==> config.mk <==
export PLATFORM = sky130hd
export DESIGN_NAME = lcd_rx_responder
export DESIGN_NICKNAME = d
export VERILOG_FILES = /design/src/rtl/lcd_rx_pkg.sv /design/src/rtl/lcd_ddram_map.sv /design/src/rtl/lcd_rx_responder.sv
export SDC_FILE = /design/constraint.sdc
export NUM_CORES = 1
export LEC_CHECK = 0
export ABC_AREA = 1
export CAP_MARGIN = 20
export CELL_PAD_IN_SITES_DETAIL_PLACEMENT = 1
export CELL_PAD_IN_SITES_GLOBAL_PLACEMENT = 1
export CORE_MARGIN = 1.5
export CORE_UTILIZATION = 35
export CTS_CLUSTER_DIAMETER = 30
export DETAILED_ROUTE_END_ITERATION = 6
export PLACE_DENSITY_LB_ADDON = 0.1
export SYNTH_ARGS = -nofsm -noshare
export SYNTH_HDL_FRONTEND = slang
export SYNTH_SLANG_ARGS = --single-unit
==> constraint.sdc <==
create_clock -name ckht -period 5.2 [get_ports ckht]
set_input_delay 1.04 -clock ckht [delete_from_list [all_inputs] [get_ports ckht]]
set_output_delay 1.04 -clock ckht [all_outputs]
set_load 0.02 [all_outputs]
==> src/rtl/lcd_rx_pkg.sv <==
// Shared types and constants for the HD44780-style LCD write-bus responder.
package lcd_rx_pkg;

    typedef enum logic [1:0] {
        IDLE,
        CLEAR,
        BUSY
    } state_t;

    // Command classes: an instruction belongs to the class of its highest set bit.
    localparam logic [7:0] CMD_CLEAR = 8'h01;
    localparam logic [7:0] CMD_HOME  = 8'h02;
    localparam logic [7:0] CMD_ENTRY = 8'h04;
    localparam logic [7:0] CMD_DISP  = 8'h08;
    localparam logic [7:0] CMD_SHIFT = 8'h10;
    localparam logic [7:0] CMD_FUNC  = 8'h20;
    localparam logic [7:0] CMD_CGRAM = 8'h40;
    localparam logic [7:0] CMD_DDRAM = 8'h80;

    localparam logic [6:0] LINE2_BASE  = 7'h40;
    localparam logic [7:0] SPACE_CHAR  = 8'h20;
    localparam int         DDRAM_DEPTH = 32;
    localparam int         IDX_W       = 5;

    typedef enum logic [3:0] {
        OP_NOP,
        OP_CLEAR,
        OP_HOME,
        OP_ENTRY,
        OP_DISP,
        OP_SHIFT,
        OP_FUNC,
        OP_CGRAM,
        OP_DDRAM,
        OP_DATA
    } op_t;

    function automatic op_t decode_op(input logic rs, input logic [7:0] db);
        if (rs)                           return OP_DATA;
        if ((db & CMD_DDRAM) != 8'h00)    return OP_DDRAM;
        if ((db & CMD_CGRAM) != 8'h00)    return OP_CGRAM;
        if ((db & CMD_FUNC)  != 8'h00)    return OP_FUNC;
        if ((db & CMD_SHIFT) != 8'h00)    return OP_SHIFT;
        if ((db & CMD_DISP)  != 8'h00)    return OP_DISP;
        if ((db & CMD_ENTRY) != 8'h00)    return OP_ENTRY;
        if ((db & CMD_HOME)  != 8'h00)    return OP_HOME;
        if ((db & CMD_CLEAR) != 8'h00)    return OP_CLEAR;
        return OP_NOP;
    endfunction

endpackage

==> src/rtl/lcd_ddram_map.sv <==
// Maps a 7-bit HD44780 DDRAM address onto the 2x16 shadow index (line 2 at 16..31).
module lcd_ddram_map
    import lcd_rx_pkg::*;
(
    input  logic [6:0]       addr,
    output logic [IDX_W-1:0] idx,
    output logic             valid
);

    logic line1;
    logic line2;

    always_comb begin
        line1 = ((addr & 7'h70) == 7'h00);
        line2 = ((addr & 7'h70) == LINE2_BASE);
        valid = line1 | line2;
        idx   = {line2, addr[3:0]};
    end

endmodule

==> src/rtl/lcd_rx_responder.sv <==
// HD44780-style receiver for the 8-bit LCD write bus: DDRAM shadow, busy timing, read port.
// Optional LCD_RX_4BIT_EN: honour 4-bit (two-nibble) transfers after a function set with dl=0.
module lcd_rx_responder
    import lcd_rx_pkg::*;
#(
    parameter int BUSY_CMD = 2000,
    parameter int BUSY_CLR = 82000,
    parameter int CNT_W    = 17
) (
    input  logic             ckht,
    input  logic             rst,
    input  logic [7:0]       lcd_db,
    input  logic             lcd_rs,
    input  logic             lcd_e,
    input  logic             lcd_p,
    input  logic [IDX_W-1:0] rd_addr,
    output logic [7:0]       rd_char,
    output logic [IDX_W-1:0] cursor,
    output logic             busy,
    output logic             disp_on,
    output logic             wr_pulse,
    output logic             overrun,
    output logic             addr_err
);

    localparam logic [CNT_W-1:0] CNT_CMD  = CNT_W'(BUSY_CMD);
    localparam logic [CNT_W-1:0] CNT_CLR  = CNT_W'(BUSY_CLR);
    // The fill itself consumes one busy cycle per shadow cell.
    localparam logic [CNT_W-1:0] CNT_TAIL = CNT_W'(BUSY_CLR - DDRAM_DEPTH);
    localparam logic [CNT_W-1:0] CNT_ONE  = CNT_W'(1);
    localparam logic [IDX_W-1:0] LAST_IDX = IDX_W'(DDRAM_DEPTH - 1);

    state_t           state, state_next;
    logic [CNT_W-1:0] cnt, cnt_next;
    logic [IDX_W-1:0] clr_idx, clr_idx_next;

    logic             e_d;
    logic             id;
    logic             edge_ok;
    logic             take;
    logic             xfer_go;
    logic             xfer_rs;
    logic [7:0]       xfer_db;
    op_t              op;

    logic [IDX_W-1:0] map_idx;
    logic             map_valid;

    logic             mem_we;
    logic [IDX_W-1:0] mem_waddr;
    logic [7:0]       mem_wdata;
    logic [7:0]       mem [DDRAM_DEPTH];

    assign edge_ok = e_d & ~lcd_e & lcd_p;
    assign take    = edge_ok & (state == IDLE);
    assign op      = decode_op(xfer_rs, xfer_db);

`ifdef LCD_RX_4BIT_EN
    logic       dl;
    logic       phase;
    logic       hi_rs;
    logic [3:0] hi_nib;
    logic       dl_escape;

    // A lone high nibble 0x3 is a function set with dl=1 and exits 4-bit mode at once.
    always_comb begin
        xfer_go   = 1'b0;
        xfer_rs   = lcd_rs;
        xfer_db   = lcd_db;
        dl_escape = ~lcd_rs & (lcd_db[7:4] == 4'h3);
        if (take) begin
            if (dl) begin
                xfer_go = 1'b1;
            end else if (phase) begin
                xfer_go = 1'b1;
                xfer_rs = hi_rs;
                xfer_db = {hi_nib, lcd_db[7:4]};
            end else if (dl_escape) begin
                xfer_go = 1'b1;
                xfer_rs = 1'b0;
                xfer_db = {lcd_db[7:4], 4'h0};
            end
        end
    end

    always_ff @(posedge ckht) begin
        if (rst) begin
            dl     <= 1'b1;
            phase  <= 1'b0;
            hi_rs  <= 1'b0;
            hi_nib <= 4'h0;
        end else if (take) begin
            if (xfer_go) begin
                phase <= 1'b0;
                if (op == OP_FUNC) dl <= xfer_db[4];
            end else begin
                phase  <= 1'b1;
                hi_rs  <= lcd_rs;
                hi_nib <= lcd_db[7:4];
            end
        end
    end
`else
    always_comb begin
        xfer_go = take;
        xfer_rs = lcd_rs;
        xfer_db = lcd_db;
    end
`endif

    lcd_ddram_map u_map (
        .addr  (xfer_db[6:0]),
        .idx   (map_idx),
        .valid (map_valid)
    );

    // FSM state register.
    always_ff @(posedge ckht) begin
        if (rst) begin
            state   <= IDLE;
            cnt     <= '0;
            clr_idx <= '0;
        end else begin
            // NOTE: sequential state uses non-blocking assignments so every register samples pre-edge values.
            state   <= state_next;
            cnt     <= cnt_next;
            clr_idx <= clr_idx_next;
        end
    end

    // FSM next-state logic.
    always_comb begin
        // NOTE: defaults first so no path through this block leaves a variable unassigned (no latches).
        state_next   = state;
        cnt_next     = cnt;
        clr_idx_next = clr_idx;
        unique case (state)
            IDLE: begin
                if (xfer_go) begin
                    if (op == OP_CLEAR) begin
                        state_next   = CLEAR;
                        clr_idx_next = '0;
                    end else begin
                        state_next = BUSY;
                        cnt_next   = (op == OP_HOME) ? CNT_CLR : CNT_CMD;
                    end
                end
            end
            CLEAR: begin
                clr_idx_next = clr_idx + IDX_W'(1);
                if (clr_idx == LAST_IDX) begin
                    cnt_next   = CNT_TAIL;
                    state_next = (CNT_TAIL == '0) ? IDLE : BUSY;
                end
            end
            BUSY: begin
                cnt_next = cnt - CNT_ONE;
                if (cnt == CNT_ONE) state_next = IDLE;
            end
            default: state_next = IDLE;
        endcase
    end

    // FSM outputs: busy flag and the single shadow write port.
    always_comb begin
        busy      = (state != IDLE);
        mem_we    = 1'b0;
        mem_waddr = cursor;
        mem_wdata = xfer_db;
        if (state == CLEAR) begin
            mem_we    = 1'b1;
            mem_waddr = clr_idx;
            mem_wdata = SPACE_CHAR;
        end else if (xfer_go && (op == OP_DATA)) begin
            mem_we = 1'b1;
        end
    end

    // Controller registers updated by executed transfers.
    always_ff @(posedge ckht) begin
        if (rst) begin
            e_d      <= 1'b0;
            cursor   <= '0;
            id       <= 1'b1;
            disp_on  <= 1'b0;
            wr_pulse <= 1'b0;
            overrun  <= 1'b0;
            addr_err <= 1'b0;
        end else begin
            e_d      <= lcd_e;
            wr_pulse <= xfer_go && (op == OP_DATA);
            if (edge_ok && busy) overrun <= 1'b1;
            if (xfer_go) begin
                unique case (op)
                    OP_DATA:  cursor <= id ? cursor + IDX_W'(1) : cursor - IDX_W'(1);
                    OP_CLEAR: begin
                        cursor <= '0;
                        id     <= 1'b1;
                    end
                    OP_HOME:  cursor  <= '0;
                    OP_ENTRY: id      <= xfer_db[1];
                    OP_DISP:  disp_on <= xfer_db[2];
                    OP_SHIFT: begin
                        // db[3]=1 is a display shift, which the shadow does not model.
                        if (!xfer_db[3])
                            cursor <= xfer_db[2] ? cursor + IDX_W'(1) : cursor - IDX_W'(1);
                    end
                    OP_DDRAM: begin
                        if (map_valid) cursor   <= map_idx;
                        else           addr_err <= 1'b1;
                    end
                    default: ;
                endcase
            end
        end
    end

    // NOTE: the shadow array has no reset; clearing it is the job of the clear command.
    always_ff @(posedge ckht) begin
        if (mem_we) mem[mem_waddr] <= mem_wdata;
    end

    // Read-before-write: a same-cycle write to rd_addr shows up one cycle later.
    always_ff @(posedge ckht) begin
        if (rst) rd_char <= 8'h00;
        else     rd_char <= mem[rd_addr];
    end

endmodule

=== After elaboration in Yosys (flattened, before gate mapping) ===
Memories as Yosys holds them, arrays and structs flattened. A register that Yosys moved wholly into a read port is not among the register bits.
Index checks and enable logic that the tools add are counted.

* Register bits after elaboration: 35
* Bits of input ports: 18
* Memories: 1
* Logic and storage cells: 152
* Output and inout port bits: 18
* RAM bits: 256

* $add $sub $neg: 4
* Bitwise logic cells: 6
* Reduce and logical (&&, ||, !) cells: 17
* Muxes and demuxes: 95
* Equal/unequal tests: 19

{| class="wikitable"
|+ Memories
! memory !! depth !! bits a word !! rd ports !! clocked after Yosys merged registers in !! write ports !! RTL line !! text
|-
| mem || 32 || 8 || 1 || 1 || 1 || lcd_rx_responder.sv:52 || <nowiki>logic [7:0] mem [DDRAM_DEPTH];</nowiki>
|}

{| class="wikitable"
|+ Operators by type and width
! operator !! count
|-
| 4-bit 2-to-1 mux || 25
|-
| 17-bit 2-to-1 mux || 4
|-
| 17-bit one-hot mux with 3 select lines || 1
|-
| 1-bit 2-to-1 mux || 49
|-
| 5-bit 2-to-1 mux || 7
|-
| 5-bit one-hot mux with 4 select lines || 1
|-
| 17-bit by 1-bit equality test with 1-bit output, second input constant || 1
|-
| 17-bit by 1-bit subtractor with 17-bit output, second input constant || 1
|-
| 2-bit inequality test, second input constant || 6
|-
| 5-bit by 1-bit adder with 5-bit output, second input constant || 2
|-
| 5-bit one-hot mux with 2 select lines || 1
|-
| 3-bit AND reduction || 3
|-
| 4-bit by 2-bit equality test with 1-bit output, second input constant || 2
|-
| 4-bit by 3-bit equality test with 1-bit output, second input constant || 2
|-
| 4-bit equality test, second input constant || 2
|-
| 2-bit 2-to-1 mux || 4
|-
| 8-bit 2-to-1 mux || 1
|-
| 4-bit AND reduction || 2
|-
| 7-bit logical NOT || 1
|-
| 2-bit one-hot mux with 3 select lines || 1
|-
| 2-bit nonzero test || 3
|-
| 5-bit equality test, second input constant || 1
|-
| 5-bit by 1-bit subtractor with 5-bit output, second input constant || 1
|-
| 4-bit by 1-bit equality test with 1-bit output, second input constant || 1
|-
| other kinds (14) || 19
|}

=== Logic depth before layout (Yosys ltp) ===
Gate-level depths: netlist of the first run.

* Word-level depth: 52
* Gate-level depth with buffers: 15
* Gate-level depth less buffers: 15

=== Cells and area by module ===
Synthesis of the first run repeated with hierarchy kept, for this count alone.

* Cells, all modules: 1,175
* Area total of the unflattened synthesis: 12,953.7 um2

{| class="wikitable"
|+ Modules (own cells, without submodules)
! module !! cells an instance !! seq. area each (um2) !! area an instance (um2) !! instances
|-
| lcd_rx_responder || 1,164 || 8,548.2 || 12,888.6 || 1
|-
| lcd_ddram_map || 11 || 0.0 || 65.1 || 1
|}

=== Least setup slack after synthesis of the first run ===
No wires, ideal clock.

* Kind: input-to-reg
* Start: in lcd_e
* End: mem mem[11][0], enable pin
* Cell stages on the path: 7
* Library setup time: 371 ps
* Arrival time: 2,431 ps
* Required time: 4,830 ps
* Path slack: 2,399 ps
* Buffers on the path: 0
* Cell sequence: inv_1 > nand3_1 > nor2_1 > inv_1 > o21ai_0 > nand3_1 > nor2_1

* Cells in the longest elaborated chain, start to end: 9

{| class="wikitable"
|+ RTL lines
! element !! RTL line !! text
|-
| from (decl) || lcd_rx_responder.sv:14 || <nowiki>input logic lcd_e,</nowiki>
|-
| 1-bit inverter || lcd_rx_responder.sv:54 || <nowiki>assign edge_ok = e_d & ~lcd_e & lcd_p;</nowiki>
|-
| 1-bit bitwise AND (2 in series) || lcd_rx_responder.sv:54 ||
|-
| 1-bit bitwise AND || lcd_rx_responder.sv:55 || <nowiki>assign take = edge_ok & (state == IDLE);</nowiki>
|-
| 1-bit logical AND || lcd_rx_responder.sv:174 || <nowiki>end else if (xfer_go && (op == OP_DATA)) begin</nowiki>
|-
| 1-bit 2-to-1 mux || lcd_rx_responder.sv:174 ||
|-
| 1-bit 2-to-1 mux || lcd_rx_responder.sv:170 || <nowiki>if (state == CLEAR) begin</nowiki>
|-
| 1-bit 2-to-1 mux || lcd_rx_responder.sv:220 || <nowiki>if (mem_we) mem[mem_waddr] <= mem_wdata;</nowiki>
|-
| 1-bit 2-to-1 mux (not written as such) || lcd_rx_responder.sv:220 ||
|-
| to (decl) || lcd_rx_responder.sv:52 ||
|}

Every way passes these cells.

=== Final worst setup path of the first run ===
* Start: in lcd_e
* End: mem mem[27][1], enable pin

Same word-level chain as after synthesis.

==> flow_summary.json, run 1 <==
{
  "hold_path_end": "addr_err",
  "grt_pass1_wl_mm": 58.6,
  "cts.sinks": 299,
  "design.core.area_mm2": 0.0357,
  "dp_hpwl_mm": 23.4,
  "synthDistinctLibCells": 37,
  "leakagePower_nw": 5.61,
  "avgViaCountPerCell": 5.28,
  "syn_to_final_growth_pct": 26.2,
  "synth_area_mm2": 0.0128,
  "grt_max_degree": 69,
  "crit_slowest_cell": "nor2_1",
  "drive_gt1_frac": 0.130,
  "drv_slew": 0,
  "p_total_mw": 8.38,
  "tns_ns": 0,
  "cp_cell_sequence": "clkdlybuf4s50_1, inv_1, nand3_1, nor2_1, inv_1, o21ai_0, nand3_1, nor2_1",
  "hp-class": "flip-flop to flip-flop",
  "fin_skew_ns": 0.0262,
  "nNetsFinal": 1252,
  "drtAntennaViolNets": 0,
  "relSlewSlack": 0.321,
  "gp_congestion": 0.792,
  "cts_buffers": 71,
  "start_kind": "primary input",
  "synth-seq-cells": 299,
  "initial_core_util": 0.357,
  "drv_cap": 0,
  "rr_worst_depth": 8,
  "htree_levels": 3,
  "firstDrtPassIters": 7,
  "status": "finished, violations left",
  "hold_viol_final": 0,
  "layout_commonest_cell": "edfxtp_1",
  "core.rowCount": 69,
  "worst-path-max-fanout": 8,
  "max_freq_ghz": 0.277,
  "critPathCaptureType": "flip-flop",
  "diodes": 0,
  "yosysWarningCount": 0,
  "drc": 1,
  "grtUsageMet3": 0.0391,
  "synth_cells": 1162,
  "tritoncts": "built",
  "via_count": 9182,
  "io_pins": 36,
  "postCtsSetupBuffers": 0,
  "worst_ep_required_time_ns": 5.40,
  "cts_resized": 0,
  "clockBufferDepth": 3,
  "wl_per_cell_um": 21.8,
  "grt_util_met1": 0.276,
  "period_needed_ns": 3.60,
  "syn_nets": 1190,
  "antenna_found_initial": 0,
  "die_area_mm2": 0.0376,
  "cp_num_buf_inv": 3,
  "final-setup-viol-count": 0,
  "path_class": "primary input to flip-flop",
  "cpPeakStageDelay_ns": 0.75,
  "timing.final.crit_share": 0.693,
  "fillCellCount": 3882,
  "io_buffers": 35,
  "worstReg2RegEnd": "mem[27][1]",
  "rsz0062_at_grt": "false",
  "violations": "DRC",
  "reg2reg_slack_ns": 1.80,
  "tightest_slew_ns": 1.02,
  "overflow": 0,
  "p_per_area_mw_per_mm2": 520,
  "die_h_um": 194,
  "worstPathArrival_ns": 3.80,
  "wl_mm": 37.8,
  "ctsHoldBuffers": 0,
  "regArea_mm2": 0.00855,
  "syn_avg_cell_area_um2": 11.0,
  "final_cell_mix": "edfxtp_1 (256), nor2_1 (241), o21ai_0 (164)",
  "multi_input_area_mm2": 0.00377,
  "first_iter_violations": 651,
  "path_delay_family": "simple AND/OR/NAND/NOR gates",
  "clk_pin_slew_ns": 0.04,
  "vdd_ir_drop_max_v": 0.000325,
  "grt_usage": 0.206,
  "rr_startpoint": "state[1]",
  "synth-seq-area-share": 0.670,
  "hold_depth": 2,
  "grt_pass1_vias": 9526,
  "clockRootBuffer": "clkbuf_16",
  "use_met2": 0.336,
  "die_x_um": 194,
  "worstSkewPairLatency_ns": 0.57,
  "top_usage_layer": "met2",
  "min_from": "addr_err"
}
==> routing by layer <==
layer	part of all wire	vias up	routed length, µm
met2	0.48	202	18000
met1	0.46	4577	17500
li1	-	4329	-
met5	0	-	0
met3	0.039	74	1460
met4	0.023	0	876
==> synthesized netlist by cell type <==
cell type	number	area, µm²
xor2_1	10	87.6
nand3_1	67	335
nand4_4	1	21.3
nor3_1	5	25.0
and3_1	1	6.26
nor3b_1	1	7.51
o21ai_0	164	821
inv_1	48	180
nand4_1	4	25.0
edfxtp_1	256	7690
dfxtp_1	43	861
nor2_1	248	931
xnor2_1	4	35.0
a31oi_1	9	56.3
o221ai_1	51	447
inv_2	3	11.3
buf_4	1	7.51
nand2_1	104	390
buf_12	1	20.0
nand2_2	10	62.6
o22ai_1	15	93.8
buf_2	12	60.1
o31ai_1	1	7.51
clkinv_1	3	11.3
clkbuf_1	43	161
o211ai_1	2	15.0
nand2_4	1	11.3
nor4_1	1	6.26
nor2_2	4	25.0
a21oi_2	6	52.6
or2_2	1	6.26
buf_6	1	11.3
buf_1	4	15.0
a211oi_1	1	7.51
a21oi_1	25	125
ha_1	10	125
nand3_2	1	10.0
==> registers in the layout (all words and copies together), names as in the netlist <==
name,flops
clr_idx,5
cnt,17
disp_on,1
overrun,1
id,1
addr_err,1
cursor,5
e_d,1
state,2
rd_char,8
mem,256
wr_pulse,1
==> metrics by stage <==
step	hold WS, ns	worst slack (ns)	util	area (µm²)	std cells
global placement	0.454	1.06	0.379	13500	1610
detailed placement	0.460	0.953	0.379	13600	1611
CTS	0.475	1.59	0.450	16100	1738
floorplan	0.457	2.40	-	12800	1162
finish	0.472	1.60	0.451	16100	1739
global route	0.516	1.26	0.451	16100	1739
==> area by class of cell <==
class	instances	share of cell area
Inverter	54	0.0127
Timing Repair Buffer	51	0.0308
Clock inverter	44	0.0366
Clock buffer	83	0.120
Multi-Input combinational cell	747	0.234
Tap cell	461	0.0358
Sequential cell	299	0.531
==> report_power, final <==
group	total [mW]	switching (mW)	internal, mW	leakage, nW
registers	2.81	0.0502	2.76	2.66
clock network	4.64	1.37	3.28	1.20
logic	0.927	0.678	0.249	1.75
==> worst max path at each step <==
stage | from | end | slack, ns | cells after the start
floorplan | lcd_e | mem[11][0] | 2.40 | 7
global placement | lcd_e | mem[17][4] | 1.06 | 8
detailed placement | lcd_e | mem[27][1] | 0.95 | 8
CTS | lcd_e | mem[19][5] | 1.59 | 8
global route | lcd_e | mem[7][7] | 1.26 | 8
finish | lcd_e | mem[27][1] | 1.60 | 8
==> worst register-to-register path, delay by kind of cell (launching register included) <==
kind | cells | cell delay, ns
fa+ha+maj | 1 | 0.23
simple gates | 3 | 1.65
buf+inv | 3 | 0.35
flops | 1 | 0.34
compound gates | 1 | 0.46
==> cell families (layout without fill, tap and decap cells) <==
group | after synthesis | count (layout) | share of synthesized area
and+or+nand+nor | 449 | 449 | 0.146
DFF | 299 | 299 | 0.670
AOI/OAI and AO/OA | 274 | 274 | 0.127
buffers and inverters | 116 | 232 | 0.0375
xor gates and xnor gates | 14 | 14 | 0.00961
adders and majority gates | 10 | 10 | 0.00980
No activity file was read; power rests on OpenSTA's default activity.
==> run 2, diff against run 1 <==
Clock period 5.2 ns to 3.25 ns, I/O delays scaled along.
==> run 2 against run 1 <==
The flow still finishes with violations (DRC). Sequential share of layout area shrank 2.0 points. Clock power grew 76%. Core utilization grew 1.8 points. Largest cell class unchanged. Design area grew 4.0%. Critical path depth grew 1. Power grew 69%. Worst hold slack gained 0.0036 ns. Wire length shrank 0.13%. Count of clock-buffer cells in the layout grew 8. Critical path type is now flip-flop to flip-flop. Critical endpoint is now mem[10][1]. Via count grew 2.2%. Non-clock buffer count grew 46. Die area is the same.
==> flow_summary.json, run 2 (synthesis gave the netlist of run 1 again) <==
{
  "status": "finished, violations left",
  "violations": "DRC",
  "antenna_found_initial": 0,
  "reg2reg_slack_ns": 0.26,
  "grt_usage": 0.205,
  "postCtsSetupBuffers": 0,
  "period_needed_ns": 2.99,
  "tritoncts": "built",
  "largest-register": "mem",
  "hold_ws_ns": 0.476,
  "reg_top3": "mem x256, cnt x17, rd_char x8",
  "max_freq_ghz": 0.334,
  "tightest_slew_ns": 0.822,
  "io_pins": 36,
  "via_count": 9386,
  "start_kind": "flip-flop",
  "first_iter_violations": 558,
  "pre_cts_ws_ns": -0.0331,
  "hp-class": "flip-flop to flip-flop",
  "final_cell_mix": "edfxtp_1 (256), nor2_1 (241), o21ai_0 (164)",
  "hold_path_end": "addr_err",
  "clk_pin_slew_ns": 0.04,
  "drv_slew": 0,
  "fillCellCount": 3832,
  "htree_levels": 3,
  "cts_buffers": 80,
  "design.core.area_mm2": 0.0357,
  "regArea_mm2": 0.00855,
  "final_cell_area_mm2": 0.0167,
  "wl_per_cell_um": 21.0,
  "diodes": 0,
  "hold_depth": 2,
  "timing.final.crit_share": 0.920,
  "overflow": 0,
  "p_total_mw": 14.1,
  "relSlewSlack": 0.450,
  "largest_reg_flops": 256,
  "grt_max_degree": 129,
  "grt_pass1_vias": 10000,
  "nNetsFinal": 1307,
  "drc": 1,
  "path_class": "flip-flop to flip-flop",
  "multi_input_area_mm2": 0.00375,
  "p_per_area_mw_per_mm2": 844,
  "final-setup-viol-count": 0,
  "hold_viol_final": 0,
  "rsz0062_at_grt": "false",
  "rr_startpoint": "state[1]",
  "syn_to_final_growth_pct": 31.2,
  "drive_gt1_frac": 0.170,
  "drtAntennaViolNets": 0,
  "fin_skew_ns": 0.0203,
  "avgViaCountPerCell": 5.20,
  "clockBufferDepth": 3,
  "grt_pass1_wl_mm": 59.2,
  "worst-path-max-fanout": 10,
  "layout_commonest_cell": "edfxtp_1",
  "firstDrtPassIters": 7,
  "initial_core_util": 0.357,
  "cts.sinks": 299,
  "core.rowCount": 69,
  "worst_ep_required_time_ns": 3.44,
  "die_area_mm2": 0.0376,
  "io_buffers": 35,
  "drv_cap": 0,
  "ctsHoldBuffers": 0,
  "dp_hpwl_mm": 22.8,
  "dpl-instance-area_mm2": 0.0140,
  "worstSkewPairLatency_ns": 0.59,
  "leakagePower_nw": 6.00,
  "die_h_um": 194,
  "worstPathArrival_ns": 3.18,
  "worstReg2RegEnd": "mem[10][1]",
  "wl_mm": 37.8,
  "cts_resized": 0,
  "gp_congestion": 0.761,
  "rr_worst_depth": 9,
  "critPathCaptureType": "flip-flop",
  "fin_ws_ns": 0.260,
  "die_x_um": 194,
  "min_from": "addr_err",
  "clockRootBuffer": "clkbuf_16",
  "vdd_ir_drop_max_v": 0.000523
}
==> run 2: critical path: stages (launching register included) <==
cell and delay (ns):
dfxtp_1 0.33, inv_1 0.09, ha_1 0.34, clkinv_1 0.35
nor2_1 0.23, a21oi_1 0.11, nor2_1 0.14, nand2_1 0.25
buf_4 0.24, nor2_1 0.53
==> run 2: layer usage <==
| layer | up-vias | part of all wire | track usage |
|---|---|---|---|
| met1 | 4687 | 0.45 | 0.265 |
| met4 | 0 | 0.023 | 0.0767 |
| li1 | 4450 | - | - |
| met2 | 183 | 0.49 | 0.343 |
| met5 | - | 0 | 0 |
| met3 | 66 | 0.037 | 0.0381 |
==> run 2: power by group <==
part | switching [mW] | total [mW] | internal, mW
clock | 2.46 | 8.15 | 5.69
combinational | 1.06 | 1.50 | 0.437
sequential | 0.0733 | 4.49 | 4.41
==> run 2: layout make-up <==
type | instances | area share
inverters | 54 | 0.0122
clock inverters | 55 | 0.0436
flip-flops and latches | 299 | 0.510
multi-input cells | 747 | 0.224
well taps | 461 | 0.0344
clock buffers | 91 | 0.123
repair buffers | 97 | 0.0520
==> run 2: worst max-delay path by stage <==
stage	startpoint	endpoint	slack, ns
3_3_place_gp	lcd_e	mem[10][2]	-0.06
4_1_cts	state[1]	mem[10][3]	0.21
5_1_grt	state[1]	mem[1][5]	0.04
3_5_place_dp	lcd_e	mem[10][2]	-0.03
6_report	state[1]	mem[10][1]	0.26
2_1_floorplan	state[0]	mem[11][0]	0.82
==> run 2: metrics by stage <==
stage | TNS (ns) | util | cells
finish | 0 | 0.469 | 1804
global route | 0 | 0.469 | 1804
CTS | 0 | 0.469 | 1804
detailed placement | -0.260 | 0.390 | 1658
global placement | -0.499 | 0.390 | 1658
floorplan | 0 | - | 1162
==> run 3, diff against run 2 <==
Settings changed: CELL_PAD_IN_SITES_DETAIL_PLACEMENT 1 to 0.
==> run 3 against run 2 <==
The run still ends with DRC left. Global-route usage is 1.3 points lower. Critical endpoint is now mem[10][2]. Clock skew is 0.0062 ns higher. Combinational power hardly changed. Worst setup slack better by 0.0077 ns. Register-to-register slack hardly changed. Sequential share of layout area is 0.55 points higher. Count of clock-buffer cells in the layout is 2 lower. Fmax is 0.26% higher. Die area stayed put. Sequential power hardly changed. Clock power is 8.3% lower. Core utilization is 0.50 points lower.
==> flow_summary.json, run 3 (synthesis gave the netlist of run 1 again) <==
{
  "syn_to_final_growth_pct": 29.8,
  "worstReg2RegEnd": "mem[10][2]",
  "initial_core_util": 0.357,
  "top_usage_layer": "met2",
  "die_x_um": 194,
  "avgViaCountPerCell": 5.09,
  "p_seq_frac": 0.334,
  "wl_mm": 35.4,
  "drv_cap": 0,
  "worstPathArrival_ns": 3.16,
  "dpl-instance-area_mm2": 0.0140,
  "timing.final.crit_share": 0.918,
  "via_count": 9163,
  "die_area_mm2": 0.0376,
  "grt_pass1_vias": 9269,
  "hold_path_end": "addr_err",
  "largest_reg_flops": 256,
  "tritoncts": "built",
  "first_iter_violations": 829,
  "combPwrFrac": 0.110,
  "layout_commonest_cell": "edfxtp_1",
  "nNetsFinal": 1303,
  "postCtsSetupBuffers": 0,
  "leakagePower_nw": 5.90,
  "diodes": 0,
  "min_from": "addr_err",
  "drtAntennaViolNets": 0,
  "drc": 1,
  "grt_usage": 0.192,
  "path_class": "flip-flop to flip-flop",
  "hold_viol_final": 0,
  "p_sw_mw": 3.45,
  "vdd_ir_drop_max_v": 0.000466,
  "final_cell_mix": "edfxtp_1 (256), nor2_1 (241), o21ai_0 (164)",
  "largest-register": "mem",
  "grt_max_degree": 129,
  "fillCellCount": 3357,
  "use_met2": 0.318,
  "p_int_mw": 9.98,
  "clockBufferDepth": 3,
  "hp-class": "flip-flop to flip-flop",
  "worst-path-max-fanout": 10,
  "max_freq_ghz": 0.335,
  "firstDrtPassIters": 7,
  "wl_per_cell_um": 19.7,
  "die_h_um": 194,
  "cts_resized": 0,
  "fin_skew_ns": 0.0265,
  "p_per_area_mw_per_mm2": 811,
  "ctsHoldBuffers": 0,
  "overflow": 0,
  "drv_slew": 0,
  "dp_hpwl_mm": 21.5,
  "swShare": 0.257,
  "design.core.area_mm2": 0.0357,
  "htree_levels": 3,
  "rr_worst_depth": 8,
  "tightest_slew_ns": 0.798,
  "io_pins": 36,
  "fin_ws_ns": 0.268,
  "violations": "DRC",
  "core.rowCount": 69,
  "cts.sinks": 299,
  "rr_startpoint": "state[0]",
  "antenna_found_initial": 0,
  "rsz0062_at_grt": "false",
  "hold_depth": 2,
  "reg_top3": "mem x256, cnt x17, rd_char x8",
  "clk_pin_slew_ns": 0.04,
  "final_cell_area_mm2": 0.0166,
  "grt_util_met1": 0.253,
  "grtUsageMet3": 0.0407,
  "reg2reg_slack_ns": 0.27,
  "final-setup-viol-count": 0,
  "grt_pass1_wl_mm": 55.1,
  "start_kind": "flip-flop",
  "worstSkewPairLatency_ns": 0.57,
  "relSlewSlack": 0.466,
  "clockRootBuffer": "clkbuf_16",
  "gp_congestion": 0.761,
  "drive_gt1_frac": 0.173,
  "clkPwrFrac": 0.557,
  "period_needed_ns": 2.98,
  "worst_ep_required_time_ns": 3.43,
  "cts_buffers": 76,
  "io_buffers": 35,
  "critPathCaptureType": "flip-flop",
  "pre_cts_ws_ns": -0.0282,
  "status": "finished, violations left"
}
## run 3: worst max path at each step
stage | slack [ns] | end | startpoint
after CTS | 0.23 | mem[10][0] | state[1]
after detailed placement | -0.03 | mem[10][2] | lcd_e
after global placement | -0.06 | mem[10][2] | lcd_e
after floorplan | 0.82 | mem[11][0] | state[0]
after global routing | 0.09 | mem[25][6] | state[0]
final | 0.27 | mem[10][2] | state[0]
## run 3: cell type report
class	count	area, µm²	area share
inverter	54	204	0.0123
tap	461	577	0.0348
multi-input combinational	747	3750	0.227
clock inverter	53	543	0.0328
timing repair buffer	97	871	0.0526
sequential	299	8550	0.516
clock buffer	89	2070	0.125
## run 3: routing by layer
layer / wire length, µm / share of wire
met5: 0 / 0
met4: 665 / 0.019
met3: 1480 / 0.042
met2: 17000 / 0.48
met1: 16300 / 0.46
## run 3: power groups by stage
stage | combinational [mW] | sequential (mW) | clock, mW
final | 1.47 | 4.48 | 7.47
after detailed placement | 1.49 | 4.55 | 0
after global placement | 1.50 | 4.55 | 0
after global routing | 1.67 | 4.49 | 7.80
after floorplan | 0.959 | 4.55 | 0
after CTS | 1.50 | 4.48 | 7.60
## run 3: critical path: stages (launching register included)
cell,delay [ns]
dfxtp_1,0.39
ha_1,0.36
clkinv_1,0.37
nor2_1,0.23
a21oi_1,0.10
nor2_1,0.13
nand2_1,0.25
buf_4,0.24
nor2_1,0.53
## run 3: metrics by stage
stage,total power [mW],util,TNS [ns],cells,hold WS (ns)
3_3_place_gp,6.05,0.390,-0.499,1658,0.457
2_1_floorplan,5.51,-,0,1162,0.457
3_5_place_dp,6.04,0.390,-0.221,1658,0.458
5_1_grt,14.0,0.464,0,1800,0.509
6_report,13.4,0.464,0,1800,0.465
4_1_cts,13.6,0.464,0,1800,0.474
